--- src/rtl/best_gain_finder.sv ---
// Scans a snapshot of enabled clauses in index order, fetches each clause's signed
// gain over a request/valid handshake, and reports the maximum gain and its index.
module best_gain_finder #(
  parameter int MAXIMUM_BIT_WIDTH_OF_CLAUSES_INDEX = 2,
  parameter int GAIN_WIDTH                         = 8
) (
  input  logic                                          in_clk,
  input  logic                                          in_reset,
  input  logic                                          in_enable,
  input  logic [(1<<MAXIMUM_BIT_WIDTH_OF_CLAUSES_INDEX)-1:0] in_clauses_enable,
  input  logic [GAIN_WIDTH-1:0]                         in_gain,
  input  logic                                          in_gain_valid,
  output logic                                          out_gain_request,
  output logic [MAXIMUM_BIT_WIDTH_OF_CLAUSES_INDEX-1:0] out_clause_index,
  output logic [MAXIMUM_BIT_WIDTH_OF_CLAUSES_INDEX-1:0] out_best_index,
  output logic [GAIN_WIDTH-1:0]                         out_best_gain,
  output logic                                          out_best_valid,
  output logic                                          out_done
);

  localparam int IW = MAXIMUM_BIT_WIDTH_OF_CLAUSES_INDEX;
  localparam int N  = 1 << IW;
  localparam logic [IW-1:0] LAST_IDX = {IW{1'b1}};

  typedef enum logic [1:0] {
    IDLE      = 2'd0,
    CHECK     = 2'd1,
    WAIT_GAIN = 2'd2,
    DONE      = 2'd3
  } state_t;

  state_t                 state_q;
  logic [N-1:0]           mask_q;
  logic [IW-1:0]          idx_q;
  logic [IW-1:0]          best_idx_q;
  logic [GAIN_WIDTH-1:0]  best_gain_q;
  logic                   best_valid_q;

  // Strict greater-than keeps the earlier (lower) index on ties.
  logic gain_better;
  assign gain_better = !best_valid_q || ($signed(in_gain) > $signed(best_gain_q));

  // NOTE: all state lives in one clocked block using non-blocking assignments, so
  // every register samples the pre-edge values regardless of statement order.
  always_ff @(posedge in_clk) begin
    if (in_reset) begin
      state_q      <= IDLE;
      mask_q       <= '0;
      idx_q        <= '0;
      best_idx_q   <= '0;
      best_gain_q  <= '0;
      best_valid_q <= 1'b0;
    end else begin
      case (state_q)
        IDLE: begin
          if (in_enable) begin
            mask_q       <= in_clauses_enable;
            idx_q        <= '0;
            best_idx_q   <= '0;
            best_gain_q  <= '0;
            best_valid_q <= 1'b0;
            state_q      <= CHECK;
          end
        end
        CHECK: begin
          if (!in_enable) begin
            state_q <= IDLE;
          end else if (mask_q[idx_q]) begin
            state_q <= WAIT_GAIN;
          end else if (idx_q == LAST_IDX) begin
            state_q <= DONE;
          end else begin
            idx_q <= idx_q + 1'b1;
          end
        end
        WAIT_GAIN: begin
          // An abort takes priority over a valid gain arriving in the same cycle.
          if (!in_enable) begin
            state_q <= IDLE;
          end else if (in_gain_valid) begin
            if (gain_better) begin
              best_idx_q  <= idx_q;
              best_gain_q <= in_gain;
            end
            best_valid_q <= 1'b1;
            if (idx_q == LAST_IDX) begin
              state_q <= DONE;
            end else begin
              idx_q   <= idx_q + 1'b1;
              state_q <= CHECK;
            end
          end
        end
        DONE: begin
          if (!in_enable) state_q <= IDLE;
        end
        default: state_q <= IDLE;
      endcase
    end
  end

  // Outputs decode registered state only; no input reaches an output combinationally.
  assign out_gain_request = (state_q == WAIT_GAIN);
  assign out_done         = (state_q == DONE);
  assign out_clause_index = idx_q;
  assign out_best_index   = best_idx_q;
  assign out_best_gain    = best_gain_q;
  assign out_best_valid   = best_valid_q;

endmodule

--- config.mk ---
export PLATFORM = sky130hd
export DESIGN_NAME = best_gain_finder
export DESIGN_NICKNAME = d
export VERILOG_FILES = /design/src/rtl/best_gain_finder.sv
export SDC_FILE = /design/constraint.sdc
export NUM_CORES = 1
export LEC_CHECK = 0
export ABC_CLOCK_PERIOD_IN_PS = 2450
export CELL_PAD_IN_SITES_DETAIL_PLACEMENT = 0
export CELL_PAD_IN_SITES_GLOBAL_PLACEMENT = 1
export CORE_ASPECT_RATIO = 1.2
export CORE_UTILIZATION = 35
export DETAILED_ROUTE_END_ITERATION = 10
export PLACE_DENSITY_LB_ADDON = 0.1
export SETUP_SLACK_MARGIN = 0.05
export SLEW_MARGIN = 10
export SYNTH_ARGS = -nofsm -noshare
export SYNTH_HDL_FRONTEND = slang
export SYNTH_SLANG_ARGS = --single-unit
--- constraint.sdc ---
create_clock -name in_clk -period 2.45 [get_ports in_clk]
set_clock_uncertainty 0.15 [all_clocks]
set_input_delay 0.49 -clock in_clk [delete_from_list [all_inputs] [get_ports in_clk]]
set_output_delay 0.49 -clock in_clk [all_outputs]
set_load 0.01 [all_outputs]
==> impl_summary.txt <==
----------------------------------------------------
[Timing]
  Max-slew violation total from the final report ... 0
  Fin crit period ... 2.32 ns
  Number of failing setup endpoints in the final timing report ... 0
  Smallest setup slack after layout ... 0.128 ns
  Maximum clock frequency ... 431 MHz
  Final worst path period share ... 0.948
  Worst Max-Slew Pin Slew ... 0.377 ns
  Hold WS ... 0.309 ns
  Setup repair after global routing missed its margin ... yes
  Relative slew slack ... 0.742
  Final Hold Viols ... 0

[Clock tree]
  CTS tree ... done
  Clock slew at the register clock pins of the worst setup and hold paths ... 0.11 ns
  Worst-case clock buffer depth ... 2
  CTS H-tree lvls ... 1
  Clock network latency to the later pin of the worst-skew pair ... 0.30 ns
  CTS Buf Count ... 3
  Clock sink count ... 19
  Root cell of the clock tree ... sky130_fd_sc_hd__clkbuf_4

[Route]
  Routed length on met1 ... 1.15 mm
  Average vias per placed instance ... 5.08
  Routed length per placed instance ... 12.6 µm
  Final wirelength ... 2.69 mm
  Total met3 wirelength after detailed routing ... 121 µm
  Starting DRT DRC Count ... 17
  Top layer in use ... met4
  Amount of wire on met2 after detailed routing ... 1.37 mm
  First-pass detailed-route iteration total ... 4
  Total number of vias ... 1082
  Antenna viol nets, final ... 0
  DRC Markers ... 0

[Logic synthesis]
  #FFs+latches synth ... 19
  Dominant synthesized flop cell ... sky130_fd_sc_hd__dfxtp_1
  Post-synthesis net count ... 170
  Synth Area in Simple Gates ... 0.200
  Fraction of the mapped netlist area in adder cells ... 0.136
  EDFF count, synth ... 0
  Netlist cell types ... 30
  Cell Area, Synth ... 1200 µm²
  Largest family of logic cells by synthesized area ... simple AND/OR/NAND/NOR gates
  Sequential-to-total area share from yosys stat ... 0.318
  Number of instances in the synthesized netlist ... 141
  Syn_area_per_cell ... 8.48 µm²
  XOR/XNOR share of the synthesized area ... 0
  Complex-gate fraction of the synthesized area ... 0.147
  Mux cell area share after synthesis ... 0.120
  Ys Warns ... 0
  Post-synth ARST share ... 0

[Setup path]
  Endpoint class of the critical path ... flip-flop
  Critical path fanouts, max ... 6
  Buffering stage count on the worst path with inverters included ... 2
  Worst setup SP type ... input pin
  Family with the most delay on the worst path ... buffers and inverters
  Worst path max stage delay ... 0.44 ns
  Data required, critical path ... 2.53 ns
  Most common cell on crit path ... sky130_fd_sc_hd__mux2i_1
  Critical path, cell by cell ... clkdlybuf4s50_1, ha_1, nand4_4, o221a_1, o31ai_2, mux2i_1, buf_4, mux2i_1
  Slowest-stage cell, CP ... sky130_fd_sc_hd__clkdlybuf4s50_1
  Worst Path Arrival ... 2.40 ns
  Path type of the worst setup path ... in -> reg

[Place]
  Worst setup timing slack at the placement stage ... -0.238 ns
  Number of I/O port buffers ... 30
  Final HPWL DP ... 2.10 mm
  Cell total after placement ... 209
  Global placer's final weighted congestion ... 0.747

[Layout]
  Layout cells sized above 1 ... 0.102
  Leading cell type in the layout, fill and taps excluded ... sky130_fd_sc_hd__clkdlybuf4s50_1
  Total Nets Final ... 207
  Commonest non-fill, non-tap cells in the layout ... 29 x sky130_fd_sc_hd__clkdlybuf4s50_1, 21 x sky130_fd_sc_hd__nand2_1, 19 x sky130_fd_sc_hd__dfxtp_1
  Non-filler cells, final ... 213
  Area Growth Syn to Fin ... 36.4%
  Final antenna diode count ... 0

[Hold path]
  Class of the tightest hold or removal check ... reg -> reg

[Global route]
  GRT Resource Usage Total ... 0.161
  Global-route wire length before repair ... 4.64 mm
  Maximum number of pins on one net before global-route repair ... 13
  Antenna violations before repair ... 0
  Remaining global-route overflow ... 0
  Via count of the first global-routing pass ... 1072

[Power and ir drop]
  Sequential share of power ... 0.503
  Share of power burned in combinational logic ... 0.244
  Leakage power of the design ... 0.000648 µW
  Net Switching ... 185 µW
  Overall Power ... 647 µW
  Worst vdd ir ... 275 µV
  Int Pwr ... 462 µW
  Sw Ratio ... 0.286
  Pwr dens ... 397 nW/µm²
  Clock power frac ... 0.253

[Run status]
  Result of the run ... finished, final reports clean

[Floorplan]
  Number of placement rows ... 22
  Die area ... 3660 µm²
  Core box area ... 3170 µm²
  Starting Density ... 0.378
  Die Wd ... 55.4 µm
  Number of primary I/O pins ... 31
  Die Y ... 66.0 µm

[Flow run]
  Maxcap violations ... 0

----------------------------------------------------
[sequential cells by signal, indices dropped and copies added, names as in the netlist]
register / cells
out_best_index: 2
mask_q: 4
state_q: 2
out_clause_index: 2
out_best_valid: 1
out_best_gain: 8
[worst paths after layout]
check                                                       to  slack [ns]                     startpoint  depth (start not counted)
worst max register to register  out_best_index[1]$_SDFFE_PP0P_        0.35  out_best_gain[6]$_SDFFE_PP0P_                          8
worst min-delay path                    mask_q[2]$_SDFFE_PP0P_        0.31         mask_q[2]$_SDFFE_PP0P_                          2
worst min register to register          mask_q[2]$_SDFFE_PP0P_        0.31         mask_q[2]$_SDFFE_PP0P_                          2
worst max-delay path            out_best_index[1]$_SDFFE_PP0P_        0.13                     in_gain[6]                          8
[what timing repair did]
item,4_1_cts,5_1_grt
hold buffers,0,0
setup endpoints to repair,1,11
hold endpoints to repair,0,0
resized for setup,1,4
setup buffers,0,0
cloned,0,0
[final cells by class]
class,count,area (µm²)
fillers,315,1530
multi-input cells,101,756
flip-flops and latches,19,380
repair buffers,39,370
inverters,14,52.6
well taps,36,45.0
clock buffers,3,22.5
clock inverters,1,5.00
[metal layers]
metal / vias up / global-route usage
met5: - / 0
met4: 0 / 0.0750
met3: 4 / 0.0333
met2: 22 / 0.292
met1: 500 / 0.179
li1: 556 / -
[logic make-up after synthesis]
family / Yosys count
AO/OA/AOI/OAI: 27
AND/OR/NAND/NOR: 48
adder cells (fa/ha/maj): 13
buffers and inverters: 21
multiplexers: 13
flip-flops: 19
[worst reg2reg max path, cell delays in order, from the launching register on]
cell and delay, ns:
sky130_fd_sc_hd__dfxtp_1 0.38, sky130_fd_sc_hd__inv_1 0.06, sky130_fd_sc_hd__ha_1 0.33, sky130_fd_sc_hd__nand4_4 0.13, sky130_fd_sc_hd__o221a_1 0.25, sky130_fd_sc_hd__o31ai_2 0.07, sky130_fd_sc_hd__mux2i_1 0.26, sky130_fd_sc_hd__buf_4 0.21
sky130_fd_sc_hd__mux2i_1 0.20
[per-stage QoR]
| step | utilization | instance area (µm²) | setup TNS, ns |
|---|---|---|---|
| 5_1_grt | 0.515 | 1630 | 0 |
| 3_3_place_gp | 0.495 | 1570 | -1.25 |
| 2_1_floorplan | - | 1200 | 0 |
| 3_5_place_dp | 0.495 | 1570 | -2.10 |
| 6_report | 0.515 | 1630 | 0 |
| 4_1_cts | 0.505 | 1600 | 0 |
[cells in the mapped netlist, types with 2 or more instances]
| cell | count | area share |
|---|---|---|
| sky130_fd_sc_hd__a31oi_1 | 2 | 0.010 |
| sky130_fd_sc_hd__nor3_1 | 2 | 0.0084 |
| sky130_fd_sc_hd__nand3_1 | 5 | 0.021 |
| sky130_fd_sc_hd__buf_6 | 2 | 0.019 |
| sky130_fd_sc_hd__dfxtp_1 | 19 | 0.32 |
| sky130_fd_sc_hd__a221oi_1 | 2 | 0.015 |
| sky130_fd_sc_hd__nand2_1 | 21 | 0.066 |
| sky130_fd_sc_hd__nand2b_1 | 13 | 0.068 |
| sky130_fd_sc_hd__mux2i_1 | 11 | 0.092 |
| sky130_fd_sc_hd__ha_1 | 13 | 0.14 |
| sky130_fd_sc_hd__a21oi_1 | 11 | 0.046 |
| sky130_fd_sc_hd__inv_1 | 14 | 0.044 |
| sky130_fd_sc_hd__o21ai_0 | 4 | 0.017 |
| sky130_fd_sc_hd__clkbuf_1 | 4 | 0.013 |
| sky130_fd_sc_hd__nor2_1 | 3 | 0.0094 |
[power groups by stage]
stage	combinational (µW)	clock, µW	sequential [µW]
2_1_floorplan	94.2	0	331
3_5_place_dp	153	0	333
4_1_cts	154	171	326
3_3_place_gp	153	0	332
6_report	158	164	326
5_1_grt	175	192	327
Note: power is estimated with default switching activity, not from simulation.
